===== config.mk =====
export PLATFORM = sky130hd
export DESIGN_NAME = inv_mix_columns
export DESIGN_NICKNAME = d
export VERILOG_FILES = /design/src/rtl/inv_mix_columns.sv
export SDC_FILE = /design/constraint.sdc
export NUM_CORES = 1
export LEC_CHECK = 0
export CAP_MARGIN = 10
export CORE_MARGIN = 1.5
export CORE_UTILIZATION = 53
export CTS_CLUSTER_SIZE = 20
export DETAILED_ROUTE_END_ITERATION = 12
export GPL_ROUTABILITY_DRIVEN = 0
export PLACE_DENSITY = 0.81
export SLEW_MARGIN = 20
export SYNTH_ARGS = -nofsm -noshare
export SYNTH_HDL_FRONTEND = slang
export SYNTH_SLANG_ARGS = --single-unit

===== constraint.sdc =====
create_clock -name clk -period 5.4 [get_ports clk]
set_clock_uncertainty 0.15 [all_clocks]
set_input_delay 0.81 -clock clk [delete_from_list [all_inputs] [get_ports clk]]
set_output_delay 0.81 -clock clk [all_outputs]
set_load 0.05 [all_outputs]

===== src/rtl/inv_mix_columns.sv =====
// AES InvMixColumns over a 128-bit state, one column per cycle.
// A bypass flag passes the state through unchanged for the final decryption round.
//
// state | meaning
// IDLE  | ready for a new state
// COL   | transforming column cnt (0..3)
// DONE  | result held on s_o until out_ready
module inv_mix_columns (
  input  logic         clk,
  input  logic         rst,
  input  logic         in_valid,
  output logic         in_ready,
  input  logic [127:0] s_in,
  input  logic         bypass,
  output logic         out_valid,
  input  logic         out_ready,
  output logic [127:0] s_o,
  output logic         busy
);

  localparam logic [1:0] IDLE = 2'd0;
  localparam logic [1:0] COL  = 2'd1;
  localparam logic [1:0] DONE = 2'd2;

  logic [1:0]   state;
  logic [1:0]   cnt;
  logic [127:0] work;
  logic         byp;
  logic [31:0]  col_cur;
  logic [31:0]  col_new;
  logic [127:0] work_nxt;

  function automatic logic [7:0] xt(input logic [7:0] a);
    return {a[6:0], 1'b0} ^ (a[7] ? 8'h1b : 8'h00);
  endfunction

  function automatic logic [31:0] inv_col(input logic [31:0] c);
    logic [7:0] a  [4];
    logic [7:0] m9 [4];
    logic [7:0] mb [4];
    logic [7:0] md [4];
    logic [7:0] me [4];
    logic [7:0] x2, x4, x8;
    for (int i = 0; i < 4; i++) begin
      a[i]  = c[31-8*i -: 8];
      x2    = xt(a[i]);
      x4    = xt(x2);
      x8    = xt(x4);
      m9[i] = x8 ^ a[i];
      mb[i] = x8 ^ x2 ^ a[i];
      md[i] = x8 ^ x4 ^ a[i];
      me[i] = x8 ^ x4 ^ x2;
    end
    return {me[0] ^ mb[1] ^ md[2] ^ m9[3],
            m9[0] ^ me[1] ^ mb[2] ^ md[3],
            md[0] ^ m9[1] ^ me[2] ^ mb[3],
            mb[0] ^ md[1] ^ m9[2] ^ me[3]};
  endfunction

  always_comb begin
    col_cur  = '0;
    work_nxt = work;
    for (int c = 0; c < 4; c++)
      if (cnt == 2'(c)) col_cur = work[127-32*c -: 32];
    col_new = byp ? col_cur : inv_col(col_cur);
    for (int c = 0; c < 4; c++)
      if (cnt == 2'(c)) work_nxt[127-32*c -: 32] = col_new;
  end

  assign in_ready = (state == IDLE);
  assign busy     = (state != IDLE);

  always_ff @(posedge clk) begin
    if (!rst) begin
      state     <= IDLE;
      cnt       <= '0;
      work      <= '0;
      byp       <= 1'b0;
      s_o       <= '0;
      out_valid <= 1'b0;
    end else begin
      case (state)
        IDLE: begin
          if (in_valid) begin
            work  <= s_in;
            byp   <= bypass;
            cnt   <= '0;
            state <= COL;
          end
        end
        COL: begin
          work <= work_nxt;
          cnt  <= cnt + 2'd1;
          // load s_o from the merged value so the last column is included
          if (cnt == 2'd3) begin
            s_o       <= work_nxt;
            out_valid <= 1'b1;
            state     <= DONE;
          end
        end
        DONE: begin
          if (out_ready) begin
            out_valid <= 1'b0;
            state     <= IDLE;
          end
        end
        default: state <= IDLE;
      endcase
    end
  end

endmodule

### Yosys cells after proc, flatten, opt, wreduce, memory -nomap -nowiden

Cells that the tools add are included.

| word-level totals | value |
|---|---|
| flip-flop bits (word level) | 262 |
| input bits | 133 |
| word-level logic and storage cells | 105 |

| cells by class | value |
|---|---|
| $add $sub $neg | 1 |
| equality and inequality tests | 8 |
| multiplexer cells | 32 |
| bitwise operators | 48 |
| reduce and logical (&&, ||, !) cells | 10 |

Operators by type and width:

| cell | number |
|---|---|
| 2-to-1 mux 32 bit | 9 |
| bitwise XOR 8 bit | 36 |
| case mux 128 bit (2 select lines) | 1 |
| 2-to-1 mux 128 bit | 1 |
| bitwise XOR 8 x 5 -> 8 bit | 12 |
| 2-to-1 mux 5 bit | 12 |
| 2-to-1 mux 2 bit | 4 |
| == test 2 bit, second input constant | 3 |
| != test 2 bit, second input constant | 3 |
| case mux 2 bit (3 select lines) | 1 |
| AND reduction 2 bit | 3 |
| AND reduction 3 bit | 2 |
| nonzero test 2 bit | 3 |
| == test 2 x 1 -> 1 bit, second input constant | 2 |
| logical NOT 2 bit | 2 |
| case mux 2 bit (2 select lines) | 1 |
| adder 2 x 1 -> 2 bit, second input constant | 1 |
| 2-to-1 mux 1 bit | 2 |
| case mux 1 bit (2 select lines) | 1 |

### Longest topological paths before layout

| depth | value |
|---|---|
| depth in word-level cells | 19 |
| depth in mapped cells | 16 |
| mapped depth without buffers | 12 |

### Least setup slack after synthesis

Ideal clock, no wire load.

| timing | value |
|---|---|
| path kind | register to register |
| start | register cnt[1] |
| end | register s_o[45] |
| setup time | 114 ps |
| arrival | 3,552 ps |
| data required time | 5,136 ps |
| path slack | 1,584 ps |
| stages on the path, launching flop included | 14 |
| period minus slack after synthesis | 3,816 ps |
| path through | dfxtp_1 inv_1 ha_1 buf_2 nand3b_1 a211oi_4 xnor2_1 xnor3_1 xor3_1 xnor3_1 xnor2_2 mux2i_4 a211oi_1 a21o_1 |

| between the ends | value |
|---|---|
| longest elaborated chain between the ends | 16 |
| elaborated cells between the ends (all ways) | 41 |

RTL lines:

| item | line | text |
|---|---|---|
| from (decl) | 26 | `logic [1:0] cnt;` |
| from (signal assigned) | 93 | `cnt <= cnt + 2'd1;` |
| logical NOT 2 bit | 64 | `if (cnt == 2'(c)) col_cur = work[127-32*c -: 32];` |
| 2-to-1 mux 32 bit (4 in series) | 64 |  |
| 2-to-1 mux 5 bit or bitwise XOR 8 x 5 -> 8 bit (tied branches) | 34 | `return {a[6:0], 1'b0} ^ (a[7] ? 8'h1b : 8'h00);` |
| bitwise XOR 8 x 5 -> 8 bit or 2-to-1 mux 5 bit (tied branches) | 34 |  |
| bitwise XOR 8 x 5 -> 8 bit (2 in series) | 34 |  |
| bitwise XOR 8 bit (2 in series) | 51 | `md[i] = x8 ^ x4 ^ a[i];` |
| bitwise XOR 8 bit (3 in series) | 56 | `md[0] ^ m9[1] ^ me[2] ^ mb[3],` |
| 2-to-1 mux 32 bit | 65 | `col_new = byp ? col_cur : inv_col(col_cur);` |
| 2-to-1 mux 32 bit | 67 | `if (cnt == 2'(c)) work_nxt[127-32*c -: 32] = col_new;` |
| to (signal assigned) | 96 | `s_o <= work_nxt;` |
| to (decl) | 17 | `output logic [127:0] s_o,` |

Several ways; a longest one is shown, not always the timed one.
A chain may end at the register's enable or synchronous reset.

### Final worst setup path

| timing | value |
|---|---|
| start | register cnt[0] |
| end | register s_o[99] |

| between the ends | value |
|---|---|
| longest elaborated chain between the ends | 16 |
| elaborated cells between the ends (all ways) | 43 |

RTL lines:

| item | line | text |
|---|---|---|
| logical NOT 2 bit | 64, 67 |  |
| 2-to-1 mux 32 bit (4 in series) | 64 |  |
| 2-to-1 mux 5 bit or bitwise XOR 8 x 5 -> 8 bit (tied branches) | 34 |  |
| bitwise XOR 8 x 5 -> 8 bit | 34 |  |
| bitwise XOR 8 x 5 -> 8 bit or 2-to-1 mux 5 bit (tied branches) | 34 |  |
| bitwise XOR 8 x 5 -> 8 bit | 34 |  |
| bitwise XOR 8 bit (on tied branches) (2 in series) | 50, 51 |  |
| bitwise XOR 8 bit (3 in series) | 57 | `mb[0] ^ md[1] ^ m9[2] ^ me[3]};` |
| 2-to-1 mux 32 bit | 65 |  |
| 2-to-1 mux 32 bit | 67 |  |

Several ways; a longest one is shown, not always the timed one.

==> results.md <==
* Status: completed
* Pin count of the biggest net entering global routing at 131
* Row cnt at 60
* Final ANT Viol Nets at 0
* Die span in x at 168 um
* WP data arrival at 5.10 ns
* Drt wl/cell at 24.9 um
* R2r startpoint: cnt[0]
* Starting Density at 0.536
* Mapped cell area at 14,400 um2
* Post-synth ARST share at 0
* Number of flops mapped to enable cells by yosys at 0
* Critical Path Slowest Stage Cell: nor2b_1
* Die area at 28,100 um2
* CTS tree: done
* Post-synthesis sequential area ratio at 0.365
* Synth Area in Adders at 0.00348
* Setup tns final at 0 ns
* Total track usage at 0.390
* Worst path depth at 13
* # H-tree levels at 1
* CP top delay family: XOR/XNOR gates
* Met3 usage at 0.0945
* Post-route cell area at 18,300 um2
* Worst slew pin tran at 1.20 ns
* ANT cells at 0
* Global route hottest layer: met2
* Antenna violations before repair at 2
* Max incr delay on CP at 0.73 ns
* CP Cell Sequence: inv_1 > ha_2 > nor2b_1 > buf_4 > a221o_1 > a22oi_1 > xnor2_1 > xor3_1 > xnor3_1 > xor2_1 > o21ai_2 > nand2_1 > a31oi_1
* First-pass GRT wire length at 84,200 um
* Met1 Use GR at 0.514
* Vias in the first global route at 14,122
* Clk sinks at 262
* Synth Area in Simple Gates at 0.139
* Clock Tree Root: clkbuf_16
* Max-slew headroom at 0.201
* CP startpoint: cnt[0]
* Worst Setup EP: s_o[99]
* WP data required at 5.73 ns
* Pins over their slew limit at 0
* Cts hold-fix bufs at 0
* Worst Hold Class: reg2reg
* Syn_nets at 1,822
* Leakage at 0.00688 uW
* Number of register bits inferred by synthesis at 262
* Area Growth Syn to Fin at 27.1%
* Worst reg-to-reg path cell count at 13
* Post-synthesis xor/xnor area fraction at 0.147
* IO Pins at 264
* Clk Latency, worst-skew pair at 0.56 ns
* Total power at 15,300 uW
* Reg clk slew, reported paths at 0.06 ns
* Hold_ws at 0.313 ns
* Clock Path Buffers at 3
* Final wirelength at 56,200 um
* Largest family of logic cells by synthesized area: compound AO/OA/AOI/OAI gates
* Die Span Y at 168 um
* CP max FO at 7
* DR DRC count at 0
* Total CTS buffers at 27
* Pre-antenna DRT Iters at 7
* Resized Gates After CTS at 0
* Most used DFF post-synth: dfxtp_1
* Endpoints failing setup at 0
* Grt met2 use at 0.595
* Unrepaired setup endpoints after global routing: false
* Syn_area_per_cell at 8.53 um2
* Core ar. at 26,800 um2
* Crit end category: flop
* Commonest non-fill, non-tap cells in the layout: dfxtp_1, clkdlybuf4s50_1, nand2_1, a21oi_1, o21ai_0
* Crit path kind: reg2reg
* Setup WS pre-CTS at 0.755 ns
* DRT iter0 DRCs at 2,460
* Buffers on Ports at 263
* Routed vias at 14,708
* Pwr dens at 836 nW/um2
* Nets at 2,035
* Post-Synthesis Cells at 1,685
* Flop2flop setup slack at 0.63 ns
* Vias per cell at 6.52
* Worst vdd ir at 0.750 mV
* Multiplexer fraction of the synthesized cell area at 0.0447
* Final hold vios at 0
* Share of cells above drive strength 1 at 0.0882
* Buffer and inverter count on the worst path at 2
* # Max-Cap Violations at 0
* PnR worst setup slack at 0.634 ns
* Detailed Place HPWL at 38,300 um
* Grt total ovfl at 0
* Fin crit share at 0.883
* Dpl cell area at 17,400 um2
* Critical Path Start Type: flop
* Worst R2R End: s_o[99]
* Synth cell types at 63
* YS warnings at 0
* Achievable Freq at 210 MHz
* Post-CTS Setup Inserts at 0
* Compound-cell area share of the yosys netlist at 0.254
* Tmin final at 4.77 ns
registers in the layout, indices dropped and copies added, names as in the netlist:
register and flops:
s_o 128, work 128, byp 1, cnt 2, out_valid 1, state 2
final cells by class:
cell class | instances | area (um2)
clock buffers | 37 | 773
inverters | 21 | 78.8
clock inverters | 10 | 108
well taps | 341 | 427
multi-input cells | 1259 | 8510
fillers | 2061 | 8530
repair buffers | 327 | 3140
flip-flops and latches | 262 | 5250
synthesized netlist by cell type (30+ instances only):
master    number  area, um2
o21ai_0      121        606
nor2_1       120        450
xnor2_1      116       1020
mux2i_1       55        551
o221ai_1      30        263
nand3_1       35        175
nand2_1      206        773
clkbuf_1     106        398
a22oi_1       55        413
a21oi_1      188        941
dfxtp_1      262       5250
kinds of logic after synthesis:
family / Yosys count
DFF: 262
buffers and inverters: 164
muxes: 62
AOI/OAI and AO/OA: 559
adders and majority gates: 4
xor gates and xnor gates: 183
and+or+nand+nor: 451
tightest hold or removal path, stage by stage (launching register included):
cell and delay (ns):
dfxtp_1 0.31, nand2_1 0.05, a21oi_1 0.06
report_power, final:
group,internal [uW],switching (uW)
clock,1090,801
combinational,4490,6600
sequential,2120,176
total,7700,7580
per-stage QoR:
stage	utilization	instances
6_report	0.682	2257
5_1_grt	0.682	2257
4_1_cts	0.682	2257
3_5_place_dp	0.649	2210
3_3_place_gp	0.649	2210
2_1_floorplan	-	1685
layer usage:
| metal | part of all wire | wire, um | vias up |
|---|---|---|---|
| met5 | 0.0017 | 98 | - |
| met1 | 0.38 | 21400 | 6938 |
| met3 | 0.13 | 7070 | 239 |
| met4 | 0.056 | 3170 | 4 |
| li1 | - | - | 6400 |
| met2 | 0.44 | 24500 | 1127 |
worst min-delay path by stage:
stage / start / endpoint / slack [ns] / cells past startpoint
finish: s_o[30] / s_o[30] / 0.31 / 2
global route: s_o[26] / s_o[26] / 0.34 / 2
CTS: s_o[30] / s_o[30] / 0.31 / 2
detailed placement: s_o[93] / s_o[93] / 0.30 / 1
global placement: work[18] / work[18] / 0.29 / 2
floorplan: work[18] / work[18] / 0.27 / 2
No activity file was read; power rests on OpenSTA's default activity.
